$ cat src/rtl/fb_stream_loader.sv
// fb_stream_loader: AXI-Stream slave that writes one frame of beats into framebuffer RAM,
// checking tlast framing and discarding surplus beats after a missing tlast.
module fb_stream_loader #(
    parameter int FRAME_SIZE           = 128*128,
    parameter int STREAM_WIDTH         = 16,
    parameter int NUMBER_OF_SUB_PIXELS = 4,
    parameter int SUB_PIXEL_WIDTH      = 4,
    localparam int PIXEL_WIDTH    = NUMBER_OF_SUB_PIXELS*SUB_PIXEL_WIDTH,
    localparam int PIXEL_PER_BEAT = STREAM_WIDTH/PIXEL_WIDTH,
    localparam int BEATS          = FRAME_SIZE/PIXEL_PER_BEAT,
    localparam int MEM_ADDR_WIDTH = $clog2(BEATS),
    localparam int STROBES        = STREAM_WIDTH/SUB_PIXEL_WIDTH
) (
    input  logic                            clk,
    input  logic                            reset,
    input  logic                            apply,
    output logic                            applied,
    input  logic                            cmdLoad,
    input  logic [NUMBER_OF_SUB_PIXELS-1:0] loadMask,
    input  logic                            s_axis_tvalid,
    output logic                            s_axis_tready,
    input  logic                            s_axis_tlast,
    input  logic [STREAM_WIDTH-1:0]         s_axis_tdata,
    output logic                            memWrite,
    output logic [MEM_ADDR_WIDTH-1:0]       memWriteAddr,
    output logic [STREAM_WIDTH-1:0]         memWriteData,
    output logic [STROBES-1:0]              memWriteMask,
    output logic                            errTlastEarly,
    output logic                            errTlastMissing
);
    typedef enum logic [1:0] {IDLE, LOAD, DISCARD} state_t;

    localparam logic [MEM_ADDR_WIDTH:0] LAST = (MEM_ADDR_WIDTH+1)'(BEATS-1);

    state_t                          state_q, state_d;
    logic [MEM_ADDR_WIDTH:0]         cnt_q, cnt_d;
    logic [NUMBER_OF_SUB_PIXELS-1:0] mask_q, mask_d;
    logic                            ready_q, ready_d;
    logic                            applied_q, applied_d;
    logic                            we_q, we_d;
    logic [MEM_ADDR_WIDTH-1:0]       addr_q, addr_d;
    logic [STREAM_WIDTH-1:0]         data_q, data_d;
    logic [STROBES-1:0]              wmask_q, wmask_d;
    logic                            early_q, early_d;
    logic                            miss_q, miss_d;
    logic                            xfer;

    assign xfer = s_axis_tvalid && ready_q;

    always_comb begin
        state_d   = state_q;
        cnt_d     = cnt_q;
        mask_d    = mask_q;
        ready_d   = ready_q;
        applied_d = 1'b0;
        we_d      = 1'b0;
        addr_d    = addr_q;
        data_d    = data_q;
        wmask_d   = wmask_q;
        early_d   = early_q;
        miss_d    = miss_q;
        case (state_q)
            IDLE: begin
                applied_d = !apply;
                ready_d   = 1'b0;
                if (apply && cmdLoad) begin
                    mask_d  = loadMask;
                    cnt_d   = '0;
                    early_d = 1'b0;
                    miss_d  = 1'b0;
                    ready_d = 1'b1;
                    state_d = LOAD;
                end
            end
            LOAD: if (xfer) begin
                we_d    = 1'b1;
                addr_d  = cnt_q[MEM_ADDR_WIDTH-1:0];
                data_d  = s_axis_tdata;
                wmask_d = {PIXEL_PER_BEAT{mask_q}};
                cnt_d   = cnt_q + 1'b1;
                if (s_axis_tlast) begin
                    early_d = early_q | (cnt_q < LAST);
                    ready_d = 1'b0;
                    state_d = IDLE;
                end else if (cnt_q == LAST) begin
                    // tready stays high so the rest of the oversized frame drains
                    miss_d  = 1'b1;
                    state_d = DISCARD;
                end
            end
            DISCARD: if (xfer && s_axis_tlast) begin
                ready_d = 1'b0;
                state_d = IDLE;
            end
            default: state_d = IDLE;
        endcase
    end

    always_ff @(posedge clk) begin
        if (reset) begin
            state_q   <= IDLE;
            cnt_q     <= '0;
            mask_q    <= '0;
            ready_q   <= 1'b0;
            applied_q <= 1'b1;
            we_q      <= 1'b0;
            addr_q    <= '0;
            data_q    <= '0;
            wmask_q   <= '0;
            early_q   <= 1'b0;
            miss_q    <= 1'b0;
        end else begin
            state_q   <= state_d;
            cnt_q     <= cnt_d;
            mask_q    <= mask_d;
            ready_q   <= ready_d;
            applied_q <= applied_d;
            we_q      <= we_d;
            addr_q    <= addr_d;
            data_q    <= data_d;
            wmask_q   <= wmask_d;
            early_q   <= early_d;
            miss_q    <= miss_d;
        end
    end

    assign applied         = applied_q;
    assign s_axis_tready   = ready_q;
    assign memWrite        = we_q;
    assign memWriteAddr    = addr_q;
    assign memWriteData    = data_q;
    assign memWriteMask    = wmask_q;
    assign errTlastEarly   = early_q;
    assign errTlastMissing = miss_q;
endmodule

$ cat config.mk
export PLATFORM = sky130hd
export DESIGN_NAME = fb_stream_loader
export DESIGN_NICKNAME = d
export VERILOG_FILES = /design/src/rtl/fb_stream_loader.sv
export SDC_FILE = /design/constraint.sdc
export NUM_CORES = 1
export LEC_CHECK = 0
export ABC_CLOCK_PERIOD_IN_PS = 4840
export CAP_MARGIN = 10
export CORE_AREA = 2 2 85 71
export CTS_CLUSTER_SIZE = 28
export DETAILED_ROUTE_END_ITERATION = 8
export DIE_AREA = 0 0 87 73
export DONT_BUFFER_PORTS = 1
export GPL_ROUTABILITY_DRIVEN = 0
export PLACE_DENSITY = 0.65
export SETUP_SLACK_MARGIN = 0.02
export SLEW_MARGIN = 25
export SYNTH_ARGS = -nofsm -noshare
export SYNTH_HDL_FRONTEND = slang
export SYNTH_SLANG_ARGS = --single-unit
$ cat constraint.sdc
create_clock -name clk -period 4.84 [get_ports clk]
set_clock_uncertainty 0.05 [all_clocks]
set_input_delay 0 -clock clk [delete_from_list [all_inputs] [get_ports clk]]
set_output_delay 0 -clock clk [all_outputs]
set_load 0.02 [all_outputs]
[After elaboration in Yosys (flattened, before gate mapping)]
Index checks and enable logic that the tools add are counted.
Word-level totals
  flip-flop bits (word level): 60
  output and inout port bits: 39
Operators by class
  $add $sub $neg: 1
  magnitude comparators: 1
  eq/ne operators: 10
  multiplexer cells: 24
  bitwise gates (word level): 2
  reduce and logical (&&, ||, !) cells: 15
Operators with widths (count)
  2-to-1 mux 15 bit: 2
  one-hot mux 15 bit (2 select lines): 1
  adder 15 x 1 -> 15 bit (second input constant): 1
  equality test 15 x 14 -> 1 bit (second input constant): 1
  less-than comparator 15 x 14 -> 1 bit (second input constant): 1
  2-to-1 mux 1 bit: 12
  inequality test 2 bit (second input constant): 6
  AND reduction 4 bit: 3
  2-to-1 mux 2 bit: 5
  one-hot mux 2 bit (3 select lines): 1
  AND reduction 5 bit: 1
  one-hot mux 1 bit (2 select lines): 2
  AND reduction 2 bit: 2
  logical AND 1 bit: 3
  inequality test 3 bit (second input constant): 1
  one-hot mux 1 bit (3 select lines): 1
  AND reduction 3 bit: 1
  nonzero test 3 bit: 1
  equality test 2 x 1 -> 1 bit (second input constant): 1
  equality test 2 bit (second input constant): 1
  zero test 2 bit: 1
  nonzero test 2 bit: 1
  OR reduction 2 bit: 1
  zero test 1 bit: 1
  other kinds (2): 2

[Longest topological paths before layout]
Gate-level depths: netlist (run 1).
  depth after elaboration: 5
  gate-level depth with buffers: 8
  gate-level depth less buffers: 6

[Least setup slack after synthesis (run 1)]
No wires, ideal clock.
  path type: register -> register
  start point: reg state_q[1]
  end point: reg cnt_q[4]
  arrival: 1.759 ns
  required time: 4.720 ns
  path slack: 2.961 ns
  stages on the path, launching flop included: 9
  path buffers: 2
  path through: dfxtp_1 inv_1 ha_1 and3_1 buf_6 o211ai_1 clkbuf_1 or3_2 a21oi_1
On the way
  cells in the longest elaborated chain, start to end: 3
  elaborated cells between the ends (all ways): 7
  those cells by class: eq/ne (3); mux (1); reduce/logical (3)
RTL lines
  start, declared: RTL line 35  | state_t state_q, state_d;
  start signal, assigned: RTL line 113  | state_q <= state_d;
  equality test 2 x 1 -> 1 bit / zero test 2 bit (equally long branches): RTL line 62  | case (state_q)
  inequality test 2 bit (no line) / nonzero test 2 bit (equally long branches)
  AND reduction 3 bit (no line)
  end signal, assigned: RTL line 114  | cnt_q <= cnt_d;
  end, declared: RTL line 36  | logic [MEM_ADDR_WIDTH:0] cnt_q, cnt_d;
Several ways; a longest one is shown, not always the timed one.
A chain may end at the register's enable or synchronous reset.

[Final worst setup path (run 1)]
  start point: reg state_q[1]
  end point: reg cnt_q[8]
Same word-level chain as after synthesis.

==> results of run 1 <==
routing by layer:
layer | global-route usage (%) | up-vias | wire length (µm)
li1 | - | 1056 | -
met1 | 22.4 | 945 | 2560
met2 | 28.8 | 37 | 2520
met3 | 6.56 | 7 | 240
met4 | 9.38 | 0 | 77
met5 | 0 | - | 0
through the flow:
stage | instance area [µm²] | total power [mW]
after CTS | 2980 | 1.27
final | 2980 | 1.26
after detailed placement | 2450 | 0.690
after global placement | 2450 | 0.689
after floorplan | 2420 | 0.665
after global routing | 2980 | 1.32
logic make-up (layout without fill, tap and decap cells):
logic type,after synthesis,in the layout
flops,60,60
compound gates,75,75
fa+ha+maj,4,4
mux,6,6
xor+xnor,2,2
simple gates,120,120
buf+inv,23,52
path summary, 6_finish.rpt:
path | to | slack (ps) | cells after the start | start
worst max-delay path | cnt_q[8] | 2270 | 7 | state_q[1]
worst min-delay path | cnt_q[6] | -5 | 2 | reset
worst max register to register | cnt_q[8] | 2270 | 7 | state_q[1]
worst min register to register | memWriteMask[1] | 400 | 2 | mask_q[1]
layout make-up:
type                       instances  area (µm²)  share of cell area [%]
clock buffer                      10         138                    4.62
clock inverter                     6         111                    3.74
inverter                           7        26.3                   0.882
multi-input combinational        207        1120                    37.7
sequential                        60        1200                    40.3
tap                               67        83.8                    2.81
timing repair buffer              29         295                    9.91
placed cells by master (no fill, tap or decap), drive strengths merged, types with 3 or more instances in the layout:
cell	n
nor2	12
buf	3
bufinv	3
nand2	73
nor3	3
clkbuf	10
dlygate4sd3	26
dfxtp	60
ha	4
or3	5
o31ai	8
nand3	6
or4	8
mux2i	6
nand2b	4
a21oi	48
inv	7
o21ai	6
report_power, final:
part | switching [mW] | internal (mW)
Combinational | 0.103 | 0.0713
Sequential | 0.0238 | 0.511
Clock | 0.196 | 0.356
Total | 0.323 | 0.938
state kept, by name (all words and copies together) (netlist names), 2 cells and up:
register	cells
mask_q	4
cnt_q	15
memWriteData	16
state_q	2
memWriteAddr	14
memWriteMask	4
critical path, stage by stage (launching register included):
cell,delay (ps)
dfxtp_1,310
inv_1,90
ha_1,300
and3_1,190
buf_4,350
o211ai_1,410
or4_2,650
a21oi_1,150
==> run_results.csv, run 1 <==
group,metric,value,unit
grt,track_usage,18.4,%
drt,dr.first_iter.drc_count,134,
worst_setup_path,crit_path_end_kind,"register",
floorplan,floorplan.initialDensity,43.2,%
logic_synthesis,yosys.area_share.xor_xnor,0.724,%
logic_synthesis,syn_area,2420,µm²
sta,finalSetupViolCount,0,
cts,cts-hold-fix-buffers,27,
cts,cts_setup_buffers,0,
sta,rsz0062_at_grt,"false",
floorplan,die_x,87,µm
cts,cts.path.max_buffers,2,
power,p_leak,1.02,nW
drt,viasPerCell,5.30,
cts,cts_tree,"done",
worst_setup_path,critPathArrivalTime,2780,ps
final_layout,area_growth,23.1,%
outcome,outcome,"finished, violations left",
sta,period_needed,2570,ps
floorplan,die_h,73,µm
logic_synthesis,synth_area_leaders,"dfxtp_1, nand2_1, a21oi_1",
logic_synthesis,synth_top_family_by_area,"simple AND/OR/NAND/NOR gates",
logic_synthesis,synthAdderAreaFrac,2.07,%
sta,timing.hold.ws,-5.18,ps
worst_setup_path,crit_path_start_kind,"register",
sta,tightest_slew,823,ps
cts,cts_made_buffers,9,
grt,overflow,0,
drt,firstDrtPassIters,4,
logic_synthesis,async_flop_share,0,%
power,max-vdd-ir-drop,0.197,mV
floorplan,io_pins,65,
final_layout,nNetsFinal,344,
final_layout,instances_no_fill,386,
logic_synthesis,synth_top_area_share,49.6,%
cts,insertion_delay,340,ps
placement,dpl.hpwl,3320,µm
drt,wirelength,5400,µm
drt,routedWlPerCell,14.0,µm
sta,max_freq,390,MHz
sta,tns,0,ps
logic_synthesis,synth_edf_count,0,
logic_synthesis,synthMuxAreaShare,2.48,%
drt,vias,2045,
cts,clockRootBuffer,"clkbuf_8",
logic_synthesis,ys_ff_latch,60,
cts,path_clk_slew,70,ps
sta,slew_violations,0,
logic_synthesis,avgSynthCellArea,8.34,µm²
final_layout,num-fill-cells,505,
drt,drc_errors,0,
worst_setup_path,path_class,"register to register",
cts,h-tree-depth,3,
logic_synthesis,netlist_top_cells_count,"nand2_1, dfxtp_1, a21oi_1",
logic_synthesis,ys_types,44,
sta,timing_hold_violations_final,6,
placement,place_ws,2290,ps
logic_synthesis,synth_most_common_cell,"nand2_1",
worst_setup_path,path_max_fanout,37,
sta,fin_crit_sh,53.0,%
grt,grt_pass1_vias,1923,
hold_path,hp-class,"input port to register",
logic_synthesis,yosys_warnings,0,
logic_synthesis,synth_simple_gate_area_share,22.8,%
final_layout,final_layout_size_suffix_gt1_share,8.46,%
placement,port_buffers,0,
logic_synthesis,synth_compound_area_share,18.3,%
sta,finalWorstSetupSlack,2270,ps
outcome,violations,"hold timing",
logic_synthesis,ys_seq_area_share,49.6,%
floorplan,dieArea,6350,µm²
drt,ant_nets,0,
cts,cts_resized,0,
logic_synthesis,yosysTopAreaCell,"dfxtp_1",
floorplan,std_cell_rows,25,
placement,place_inst,343,
cts,cts.sinks,60,
logic_synthesis,syn-instance-count,290,
grt,grt_pass1_wl,8980,µm
logic_synthesis,synth-main-ff-cell,"dfxtp_1",
final_layout,diodes,0,
run,drv_cap,0,
grt,grt_max_degree,47,
logic_synthesis,syn_nets,320,
worst_setup_path,required,5050,ps
grt,antenna_found_initial,0,
floorplan,core_area,5600,µm²
sta,slew_headroom,44.9,%
power,powerDensity,423,nW/µm²
final_layout,fin_util,53.2,%
(Power assumes the default switching activity.)
==> run 2, diff against run 1 <==
--- a/config.mk
+++ b/config.mk
@@ -5,12 +5,13 @@
 export SDC_FILE = /design/constraint.sdc
 export NUM_CORES = 1
 export LEC_CHECK = 0
-export ABC_CLOCK_PERIOD_IN_PS = 4840
+export ABC_AREA = 1
+export ABC_CLOCK_PERIOD_IN_PS = 2500
 export CAP_MARGIN = 10
-export CORE_AREA = 2 2 85 71
+export CORE_AREA = 2 2 87 72
 export CTS_CLUSTER_SIZE = 28
 export DETAILED_ROUTE_END_ITERATION = 8
-export DIE_AREA = 0 0 87 73
+export DIE_AREA = 0 0 89 74
 export DONT_BUFFER_PORTS = 1
 export GPL_ROUTABILITY_DRIVEN = 0
 export PLACE_DENSITY = 0.65
==> constraint.sdc (replaced) <==
create_clock -name clk -period 2.5 [get_ports clk]
set_clock_uncertainty 0.05 [all_clocks]
set_input_delay 0 -clock clk [delete_from_list [all_inputs] [get_ports clk]]
set_output_delay 0 -clock clk [all_outputs]
set_load 0.02 [all_outputs]
==> run 2 against run 1 <==
  * The run now ends clean
  * Critical path depth up 3
  * Die area rose by 3.7%
  * Routed wire length up 13%
  * Sequential share of layout area down 1.8 points
  * Core utilization is 0.99 points higher
  * Register-to-register slack worse by 2000 ps
  * Via count increased by 13%
  * Global-route usage grew 1.8 points
  * Sequential cell count unchanged
  * Synthesized area increased by 3.7%
  * Critical endpoint is now s_axis_tready
  * Largest cell class unchanged
==> run_results.csv, run 2 <==
group,metric,value,unit
run,drv_cap,0,
sta,timing_hold_violations_final,0,
worst_setup_path,path_class,"register to register",
worst_setup_path,path_max_fanout,11,
power,max-vdd-ir-drop,0.351,mV
logic_synthesis,ys_ff_latch,60,
cts,cts_setup_buffers,0,
hold_path,whs_path_depth,6,
worst_setup_path,crit_path_end_kind,"register",
final_layout,final_layout_size_suffix_gt1_share,7.29,%
logic_synthesis,synth_area_leaders,"dfxtp_1, nand2_1, a21oi_1",
sta,slew_violations,0,
hold_path,hp-class,"input port to register",
worst_setup_path,critPathArrivalTime,2380,ps
drt,wirelength,6110,µm
worst_setup_path,reg2reg_to,"s_axis_tready",
final_layout,area_growth,24.3,%
grt,overflow,0,
drt,drc_errors,0,
worst_setup_path,endpoint,"s_axis_tready",
logic_synthesis,netlist_top_cells_count,"nand2_1, dfxtp_1, a21oi_1",
final_layout,final_common_cell,"nand2_1",
logic_synthesis,syn_nets,376,
logic_synthesis,ys_types,22,
floorplan,die_x,89,µm
power,powerDensity,711,nW/µm²
final_layout,fin_util,54.2,%
final_layout,diodes,0,
floorplan,io_pins,65,
final_layout,nNetsFinal,409,
logic_synthesis,synth_most_common_cell,"nand2_1",
logic_synthesis,async_flop_share,0,%
power,p_leak,1.16,nW
logic_synthesis,yosys_warnings,0,
logic_synthesis,synth_top_area_share,47.9,%
floorplan,dieArea,6590,µm²
cts,h-tree-depth,3,
logic_synthesis,syn_area,2510,µm²
logic_synthesis,avgSynthCellArea,7.25,µm²
cts,cts_tree,"done",
logic_synthesis,ys_seq_area_share,47.9,%
cts,path_clk_slew,70,ps
cts,cts.sinks,60,
placement,port_buffers,0,
sta,rsz0062_at_grt,"false",
worst_setup_path,worstRegToRegCells,10,
floorplan,die_h,74,µm
sta,tightest_slew,733,ps
logic_synthesis,syn-instance-count,346,
cts,cts.path.max_buffers,2,
logic_synthesis,synth_edf_count,0,
worst_setup_path,reg2reg_setup_slack,300,ps
cts,insertion_delay,340,ps
floorplan,core_area,5760,µm²
sta,slew_headroom,51.0,%
drt,ant_nets,0,
grt,track_usage,20.2,%
drt,vias,2317,
drt,dr.first_iter.drc_count,129,
drt,dr_wl_met2,2790,µm
worst_setup_path,reg2reg_from,"state_q[1]",
grt,grt_pass1_wl,10000,µm
floorplan,std_cell_rows,25,
cts,cts_made_buffers,9,
outcome,outcome,"finished, final reports clean",
grt,antenna_found_initial,0,
sta,tns,0,ps
worst_setup_path,required,2680,ps
sta,max_freq,454,MHz
placement,dpl.hpwl,3840,µm
grt,grt_pass1_vias,2133,
drt,route.met3.wl,393,µm
final_layout,final_cell_mix,"nand2_1, dfxtp_1, a21oi_1",
sta,finalSetupViolCount,0,
drt,routedWlPerCell,13.1,µm
sta,fin_crit_sh,88.1,%
drt,wl_met1,2880,µm
grt,grt_max_degree,40,
worst_setup_path,crit_start,"state_q[1]",
cts,clockRootBuffer,"clkbuf_8",
logic_synthesis,yosysTopAreaCell,"dfxtp_1",
floorplan,floorplan.initialDensity,43.6,%
sta,period_needed,2200,ps
drt,routed.top_layer,"met4",
drt,viasPerCell,4.98,
sta,timing.hold.ws,69.3,ps
logic_synthesis,synth-main-ff-cell,"dfxtp_1",
final_layout,largest_reg_flops,16,
drt,firstDrtPassIters,4,
worst_setup_path,crit_path_start_kind,"register",
run 2: worst max-delay path, cell delays in order, from the launching register on:
cell           delay (ps)
dfxtp_1               320
inv_1                  90
ha_1                  400
inv_1                 100
nor2_1                190
inv_1                  60
nand2_1                80
nor2_1                 60
o21ai_0               150
nor2_1                 50
dlygate4sd3_1         550
run 2: cell families after synthesis:
kind of cell / count (synthesis) / synth area share, %
AND/OR/NAND/NOR: 170 / 29.6
AO/OA/AOI/OAI: 69 / 13.8
flip-flops: 60 / 47.9
buffers and inverters: 43 / 6.78
adder cells (fa/ha/maj): 4 / 1.99
run 2: stage by stage:
step	setup WS, ps	cell area [µm²]	std cells	power, mW
2_1_floorplan	1040	2510	346	1.24
3_3_place_gp	514	2580	416	1.29
3_5_place_dp	413	2580	416	1.30
4_1_cts	302	3120	465	2.25
5_1_grt	96.7	3120	465	2.35
6_report	297	3120	465	2.22
run 2: power breakdown:
part           leakage [nW]  total, mW  switching [mW]  internal (mW)
logic                 0.572      0.311           0.205          0.107
registers             0.485       1.02          0.0405          0.984
clock network         0.102      0.884           0.373          0.511
total                  1.16       2.22           0.618           1.60
run 2: layer usage:
layer	vias to the layer above	GRT usage (%)
li1	1192	-
met1	1064	26.5
met2	56	30.5
met3	5	9.10
met4	0	5.47
met5	-	0
run 2: how the worst min path moves through the flow:
stage	from	slack [ps]	to
floorplan	apply	60	applied
global placement	reset	20	memWriteMask[1]
detailed placement	reset	30	memWriteAddr[11]
CTS	s_axis_tvalid	50	cnt_q[1]
global route	s_axis_tvalid	110	cnt_q[1]
finish	s_axis_tvalid	70	cnt_q[1]
run 2: timing repair:
item / CTS / global route
hold buffers: 33 / 0
setup endpoints to repair: 0 / 0
resized for setup: 0 / 0
endpoints found under the hold margin: 57 / 0
run 2: cell type report:
type / count / area (µm²)
clock buffer: 12 / 155
clock inverter: 4 / 47.5
fill: 549 / 2640
inverter: 28 / 105
multi-input combinational: 243 / 1140
sequential: 60 / 1200
tap: 81 / 101
timing repair buffer: 37 / 370
